$ cat src/rtl/ws2812_serializer.sv
// WS2812 one-wire serializer: fetches GRB words from pixel RAM and shapes pixel_bit_counter timing
// into DOUT. Define WS2812_BRIGHTNESS_EN to add the BRIGHT input with per-channel (ch*BRIGHT)>>8 scaling.
module ws2812_serializer #(
    parameter int PIXELS       = 256,
    parameter int BITS         = 24,
    parameter int NSS          = 64,
    parameter int T0H          = 20,
    parameter int T1H          = 41,
    parameter int LATCH_CYCLES = 15360
) (
    input  logic        clk_i,
    input  logic        rst_i,
    input  logic        start_i,
`ifdef WS2812_BRIGHTNESS_EN
    input  logic [7:0]  bright_i,
`endif
    input  logic [7:0]  pixel_i,
    input  logic [7:0]  bit_i,
    input  logic [7:0]  ns_i,
    input  logic        done_i,
    output logic        cnt_rst_o,
    output logic        rd_en_o,
    output logic [7:0]  rd_addr_o,
    input  logic [23:0] rd_data_i,
    output logic        dout_o,
    output logic        busy_o,
    output logic        frame_done_o
);

    // state  | meaning
    // IDLE   | counter held in reset, DOUT low, waiting for START
    // PRIME  | pixel 0 being fetched, counter still held in reset
    // STREAM | counter running, DOUT shaped from NS and the current MSB
    // LATCH  | DOUT low for the latch period, then one FRAME_DONE pulse
    localparam logic [1:0] S_IDLE   = 2'd0;
    localparam logic [1:0] S_PRIME  = 2'd1;
    localparam logic [1:0] S_STREAM = 2'd2;
    localparam logic [1:0] S_LATCH  = 2'd3;

    localparam logic [7:0] NS_LAST  = 8'(NSS - 1);
    localparam logic [7:0] BIT_LAST = 8'(BITS - 1);
    localparam logic [7:0] PIX_LAST = 8'(PIXELS - 1);
    localparam logic [7:0] T0H_W    = 8'(T0H);
    localparam logic [7:0] T1H_W    = 8'(T1H);

    localparam int              LW         = $clog2(LATCH_CYCLES + 1);
    localparam logic [LW-1:0]   LATCH_LOAD = LW'(LATCH_CYCLES);

`ifdef WS2812_BRIGHTNESS_EN
    localparam logic [1:0] PRIME_LAST = 2'd2;

    function automatic logic [23:0] scale(input logic [23:0] w, input logic [7:0] b);
        logic [15:0] g;
        logic [15:0] r;
        logic [15:0] bl;
        g  = 16'(w[23:16]) * 16'(b);
        r  = 16'(w[15:8])  * 16'(b);
        bl = 16'(w[7:0])   * 16'(b);
        return {g[15:8], r[15:8], bl[15:8]};
    endfunction
`else
    localparam logic [1:0] PRIME_LAST = 2'd1;
`endif

    logic [1:0]    state_q,      state_d;
    logic [1:0]    prime_cnt_q,  prime_cnt_d;
    logic [LW-1:0] latch_cnt_q,  latch_cnt_d;
    logic [23:0]   shreg_q,      shreg_d;
    logic [23:0]   next_word_q,  next_word_d;
    logic          cnt_rst_q,    cnt_rst_d;
    logic          rd_en_q,      rd_en_d;
    logic [7:0]    rd_addr_q,    rd_addr_d;
    logic          dout_q,       dout_d;
    logic          busy_q,       busy_d;
    logic          frame_done_q, frame_done_d;

    always_comb begin
        state_d      = state_q;
        prime_cnt_d  = prime_cnt_q;
        latch_cnt_d  = latch_cnt_q;
        shreg_d      = shreg_q;
        next_word_d  = next_word_q;
        cnt_rst_d    = cnt_rst_q;
        rd_en_d      = 1'b0;
        rd_addr_d    = rd_addr_q;
        dout_d       = 1'b0;
        busy_d       = busy_q;
        frame_done_d = 1'b0;

        case (state_q)
            S_IDLE: begin
                cnt_rst_d = 1'b1;
                busy_d    = 1'b0;
                // A START landing in the FRAME_DONE cycle is dropped; a clean IDLE cycle comes first.
                if (start_i && !frame_done_q) begin
                    state_d     = S_PRIME;
                    prime_cnt_d = 2'd0;
                    rd_en_d     = 1'b1;
                    rd_addr_d   = 8'd0;
                    busy_d      = 1'b1;
                end
            end

            S_PRIME: begin
                prime_cnt_d = prime_cnt_q + 2'd1;
                if (prime_cnt_q == 2'd1) begin
                    shreg_d = rd_data_i;
                end
`ifdef WS2812_BRIGHTNESS_EN
                if (prime_cnt_q == 2'd2) begin
                    shreg_d = scale(shreg_q, bright_i);
                end
`endif
                if (prime_cnt_q == PRIME_LAST) begin
                    cnt_rst_d = 1'b0;
                    state_d   = S_STREAM;
                end
            end

            S_STREAM: begin
                dout_d = (ns_i < (shreg_q[23] ? T1H_W : T0H_W));
                if (bit_i == 8'd0 && ns_i == 8'd0 && pixel_i != PIX_LAST) begin
                    rd_en_d   = 1'b1;
                    rd_addr_d = pixel_i + 8'd1;
                end
                // Prefetched word is captured once per pixel, two ticks after the read strobe.
                if (bit_i == 8'd0 && ns_i == 8'd2) begin
                    next_word_d = rd_data_i;
                end
`ifdef WS2812_BRIGHTNESS_EN
                if (bit_i == 8'd0 && ns_i == 8'd3) begin
                    next_word_d = scale(next_word_q, bright_i);
                end
`endif
                if (ns_i == NS_LAST) begin
                    if (bit_i == BIT_LAST) begin
                        shreg_d = next_word_q;
                    end else begin
                        shreg_d = {shreg_q[22:0], 1'b0};
                    end
                end
                if (done_i && bit_i == BIT_LAST && ns_i == NS_LAST) begin
                    cnt_rst_d   = 1'b1;
                    state_d     = S_LATCH;
                    latch_cnt_d = LATCH_LOAD;
                end
            end

            S_LATCH: begin
                if (latch_cnt_q == '0) begin
                    frame_done_d = 1'b1;
                    busy_d       = 1'b0;
                    state_d      = S_IDLE;
                end else begin
                    latch_cnt_d = latch_cnt_q - LW'(1);
                end
            end

            default: begin
                state_d = S_IDLE;
            end
        endcase
    end

    always_ff @(posedge clk_i) begin
        if (rst_i) begin
            state_q      <= S_IDLE;
            prime_cnt_q  <= 2'd0;
            latch_cnt_q  <= '0;
            shreg_q      <= 24'd0;
            next_word_q  <= 24'd0;
            cnt_rst_q    <= 1'b1;
            rd_en_q      <= 1'b0;
            rd_addr_q    <= 8'd0;
            dout_q       <= 1'b0;
            busy_q       <= 1'b0;
            frame_done_q <= 1'b0;
        end else begin
            state_q      <= state_d;
            prime_cnt_q  <= prime_cnt_d;
            latch_cnt_q  <= latch_cnt_d;
            shreg_q      <= shreg_d;
            next_word_q  <= next_word_d;
            cnt_rst_q    <= cnt_rst_d;
            rd_en_q      <= rd_en_d;
            rd_addr_q    <= rd_addr_d;
            dout_q       <= dout_d;
            busy_q       <= busy_d;
            frame_done_q <= frame_done_d;
        end
    end

    assign cnt_rst_o    = cnt_rst_q;
    assign rd_en_o      = rd_en_q;
    assign rd_addr_o    = rd_addr_q;
    assign dout_o       = dout_q;
    assign busy_o       = busy_q;
    assign frame_done_o = frame_done_q;

endmodule

$ cat config.mk
export PLATFORM = sky130hd
export DESIGN_NAME = ws2812_serializer
export DESIGN_NICKNAME = d
export VERILOG_FILES = /design/src/rtl/ws2812_serializer.sv
export SDC_FILE = /design/constraint.sdc
export NUM_CORES = 1
export LEC_CHECK = 0
export ABC_AREA = 0
export BUFFER_PORTS_ARGS = -buffer_cell sky130_fd_sc_hd__buf_2
export CAP_MARGIN = 20
export CORE_MARGIN = 2
export CORE_UTILIZATION = 40
export DETAILED_ROUTE_END_ITERATION = 10
export HOLD_SLACK_MARGIN = 0.03
export PLACE_DENSITY = 0.6
export SYNTH_ARGS = -nofsm -noshare
export SYNTH_HDL_FRONTEND = slang
export SYNTH_SLANG_ARGS = --single-unit
$ cat constraint.sdc
create_clock -name clk_i -period 2.7 [get_ports clk_i]
set_clock_uncertainty 0.1 [all_clocks]
set_input_delay 0.405 -clock clk_i [delete_from_list [all_inputs] [get_ports clk_i]]
set_output_delay 0.405 -clock clk_i [all_outputs]
set_load 0.05 [all_outputs]
[After elaboration in Yosys (flattened, before gate mapping)]
Index checks and enable logic that the tools add are counted.
Cells by class
  reduce and logical (&&, ||, !) cells: 27
  $add $sub $neg: 3
  eq/ne operators: 15
  multiplexer cells: 27
  bitwise gates (word level): 2
  magnitude comparators: 1
Operators by type and width (count)
  24-bit 2-to-1 mux: 3
  24-bit one-hot mux with 2 select lines: 1
  14-bit 2-to-1 mux: 2
  14-bit one-hot mux with 2 select lines: 1
  8-bit zero test: 2
  8-bit 2-to-1 mux: 2
  8-bit one-hot mux with 2 select lines: 1
  14-bit zero test: 1
  2-bit != test, second input constant: 7
  14-bit by 1-bit subtractor with 14-bit output, second input constant: 1
  3-bit AND reduction: 4
  2-bit 2-to-1 mux: 5
  2-bit nonzero test: 5
  8-bit by 1-bit adder with 8-bit output, second input constant: 1
  8-bit by 2-bit equality test with 1-bit output, second input constant: 1
  8-bit by 5-bit equality test with 1-bit output, second input constant: 1
  8-bit by 6-bit equality test with 1-bit output, second input constant: 1
  8-bit by 6-bit < comparator with 1-bit output: 1
  8-bit != test, second input constant: 1
  2-bit one-hot mux with 4 select lines: 1
  1-bit logical AND: 6
  1-bit 2-to-1 mux: 6
  6-bit 2-to-1 mux: 1
  2-bit AND reduction: 3
  other kinds (12): 17
Word-level totals
  output and inout port bits: 13
  flip-flop bits (word level): 79
  input bits: 52
  logic and storage cells: 86

[Depth between registers and ports, before layout]
  word-level depth: 5
  gate-level depth with buffers: 9
  mapped depth without buffers: 7

[Least setup slack after synthesis]
OpenSTA, ideal clock, no wires.
  kind: input to register
  start: in bit_i[3]
  end: reg shreg_q[10]
  stages on the path: 7
  setup time: 0.117 ns
  path buffers: 2
  required time: 2.483 ns
  path slack: 0.425 ns
  data arrival time: 2.058 ns
  cells stage by stage: or4_1 -> or2_2 -> clkbuf_1 -> buf_2 -> mux2i_1 -> a21oi_1 -> a22o_1
Between the ends
  cells in the longest elaborated chain, start to end: 4
Ends and longest elaborated chain
  start, declared: RTL line 18  | input logic [7:0] bit_i,
  8-bit by 5-bit equality test with 1-bit output: RTL line 136  | if (bit_i == BIT_LAST) begin
  24-bit 2-to-1 mux: RTL line 136
  24-bit 2-to-1 mux: RTL line 135  | if (ns_i == NS_LAST) begin
  24-bit one-hot mux with 2 select lines: RTL line 90  | case (state_q)
  end signal, assigned: RTL line 182  | shreg_q <= shreg_d;
  end, declared: RTL line 68  | logic [23:0] shreg_q, shreg_d;
No other way between the ends. The select of a mux whose other input is x is not followed.
A chain may end at the register's enable or synchronous reset.

[Worst setup path in the final report]
  start: reg latch_cnt_q[0]
  end: reg state_q[1]
Between the ends
  cells in the longest elaborated chain, start to end: 3
Ends and longest elaborated chain
  start, declared: RTL line 67  | logic [LW-1:0] latch_cnt_q, latch_cnt_d;
  start signal, assigned: RTL line 181  | latch_cnt_q <= latch_cnt_d;
  14-bit zero test: RTL line 150  | if (latch_cnt_q == '0) begin
  2-bit != test (no source line)
  4-bit AND reduction (no source line)
  end signal, assigned: RTL line 179  | state_q <= state_d;
  end, declared: RTL line 65  | logic [1:0] state_q, state_d;
No other way between the ends.

==> results.cfg <==
[status]
outcome = complete, no violations

[setup_path]
r2r_slack_ps = 300
criticalPathCategory = reg2reg
cp.arrival_ps = 2580
path_max_fanout = 4
r2r-start = latch_cnt_q[0]$_SDFFE_PP0P_
start_kind = flip-flop
crit_path_top_delay_cell = or4b_1
crit_family = simple AND/OR/NAND/NOR gates
startpoint = latch_cnt_q[0]$_SDFFE_PP0P_
end_kind = flip-flop
slowest_delay_ps = 530
critPathBufInv = 1
crit_chain = inv_1, ha_1, or4b_1, o41ai_4, nand3_2, or3b_1, a21oi_1
rr_worst_depth = 7
worstReg2RegEnd = state_q[1]$_SDFFE_PP0P_
required_ps = 2890

[power_and_ir_drop]
p_int_w = 0.002810
p_per_area_mw_per_mm2 = 1017
clkPwrFrac_pct = 21.5
ir_worst_vdd_uv = 456.1
p_sw_share_pct = 40.53
power.switching_w = 0.001915
combPwrFrac_pct = 43.4
power.leakage_nw = 1.867
seq_power_share_pct = 35.1

[sta]
fin_crit_sh_pct = 88.76
final.setup.tns_ps = 0
hold_ws_ps = 148.2
tightest_slew_ps = 587.9
hold_violations = 0
rsz0062_at_grt = no
period_minus_slack_ps = 2396
setup_viol = 0
slew_headroom_pct = 60.81
fmax_mhz = 417.3
drv_slew = 0

[global_route]
gr-usage-all-layers_pct = 18.32
grt_pass1_wl_mm = 15.59
grt_pass1_vias = 3323
antenna_found_initial = 0
grt_max_degree = 34
gr-total-overflow = 0

[clocking]
cts_resized = 0
cts_inserted_buffers = 9
cts_buffer_depth = 2
clk_latency_ps = 360
cts_tree = yes
clock-sinks = 79
clk_pin_slew_worst_paths_ps = 90
root_buffer = clkbuf_8
postCtsSetupBuffers = 0
postCtsHoldBufs = 0
h-tree-depth = 3

[logic_synthesis]
yosys.area_share.adder_pct = 4.136
synthArstFlopShare_pct = 0
yosysSeqAreaShare_pct = 40.22
synth_area_sq_mm = 0.003933
synth-simple-area-share_pct = 21.22
yosysTopAreaCellShare_pct = 40.22
synth_top_family_by_area = compound AO/OA/AOI/OAI gates
synth_cell_types = 51
synthXorXnorAreaFrac_pct = 1.336
avgSynthCellArea_sq_um = 8.457
synth.largest_area_cell = dfxtp_1
synth_nets = 530
syn_inst = 465
yosysWarnings = 0
synth_mux_area_share_pct = 6.109
synth-seq-cells = 79
synthTopCellsByArea = dfxtp_1, a21oi_1, mux2i_1
synth_ff_type = dfxtp_1
synth_compound_gate_area_share_pct = 23.35
synth_edf_count = 0

[floorplanning]
die_area_sq_mm = 0.01064
fp.coreArea_sq_mm = 0.009639
ioPinCount = 65
placementRows = 36
die_x_microns = 103.2
initial_core_util_pct = 40.80
die_h_microns = 103.2

[route]
drc = 0
drtIter0Drc = 125
wire_per_inst_microns = 14.12
routed_wl_mm = 9.378
num_vias = 3644
ant_nets = 0
dr.pass1.iters = 5
routed_via_density = 5.488

[finish]
stdcell_area_sq_mm = 0.004644
final_nets = 591
finalNonFillerCells = 664
area.growth.synth_to_final_pct = 18.10
num_antenna_cells = 0
drive_gt1_share_pct = 19.59
fin_util_pct = 48.18

[place]
portBuffers = 64
gp_routability_congestion = 0.7877
placed_area_sq_mm = 0.004418
hpwl_mm = 6.461
place_inst = 648

[job]
drv_cap = 0

[hold_path]
min_path_cells = 2
min_from = pixel_i[0]
hold_class = in2reg
hold_end = rd_addr_o[0]$_SDFFE_PP0P_
-- synth_stat cells, types with 5 or more instances --
| master | count |
|---|---|
| a311oi_1 | 6 |
| a21oi_1 | 64 |
| or4_1 | 8 |
| a22o_1 | 23 |
| mux2i_1 | 24 |
| nand2_1 | 62 |
| nor2_1 | 37 |
| a31oi_1 | 6 |
| inv_1 | 9 |
| nor4_1 | 5 |
| clkbuf_1 | 24 |
| nand2b_1 | 6 |
| dfxtp_1 | 79 |
| o21ai_0 | 10 |
| o2bb2ai_1 | 6 |
| ha_1 | 13 |
| nand3_1 | 12 |
| xor2_1 | 5 |
| o31ai_1 | 7 |
-- cell type report --
type	instances	area, sq um
clock inverters	7	102.6
multi-input cells	349	2211
fillers	987	4995
flip-flops and latches	79	1582
clock buffers	9	123.9
well taps	133	166.4
inverters	9	33.78
repair buffers	78	425.4
-- worst max path at each step --
stage	slack, ps	cells past startpoint	endpoint
detailed placement	280	6	shreg_q[12]$_SDFFE_PP0P_
floorplan	430	7	shreg_q[10]$_SDFFE_PP0P_
global placement	300	6	shreg_q[12]$_SDFFE_PP0P_
finish	300	7	state_q[1]$_SDFFE_PP0P_
CTS	310	7	latch_cnt_q[7]$_SDFFE_PP0P_
global route	110	7	latch_cnt_q[7]$_SDFFE_PP0P_
-- layer usage --
layer,track usage [%],vias up,routed length [microns]
met1,24.88,1701,4423
met2,28.82,102,4392
li1,-,1832,-
met5,0,-,0
met4,7.389,0,97
met3,3.254,9,464
-- power groups by stage --
stage	combinational [W]	clock [W]	sequential, W
6_report	0.00205	0.00102	0.00166
3_5_place_dp	0.00204	0	0.00168
3_3_place_gp	0.00201	0	0.00167
4_1_cts	0.00206	0.00105	0.00166
2_1_floorplan	0.00152	0	0.00166
5_1_grt	0.00231	0.00109	0.00170
-- flip-flops by register name, indices dropped and copies added, names as in the netlist, 2 cells and up --
| signal | cells |
|---|---|
| shreg_q | 24 |
| prime_cnt_q | 2 |
| state_q | 2 |
| next_word_q | 24 |
| rd_addr_o | 8 |
| latch_cnt_q | 14 |
-- metrics by stage --
step,total power [W],setup slack (ps)
finish,0.004725,303.6
global route,0.005095,114.5
CTS,0.004765,312.0
detailed placement,0.003719,278.4
global placement,0.003677,296.4
floorplan,0.003180,425.2
-- cell usage in the layout, fill, tap and decap left out, drive strengths merged, types with 5 or more instances in the layout --
master / count
nor4: 6
inv: 12
clkbuf: 9
o21ai: 11
a31oi: 6
a21oi: 64
nand3: 13
nor2: 38
nand2: 62
o2bb2ai: 6
a22o: 23
mux2i: 24
nand2b: 6
a311oi: 6
buf: 78
or4: 9
dfxtp: 79
o31ai: 7
ha: 13
xor2: 5
-- kinds of logic after synthesis --
kind of cell	after synthesis
compound gates	138
xor+xnor	6
fa+ha+maj	13
buf+inv	37
flops	79
mux	24
simple gates	168
Power figures use the tool's default switching activity.
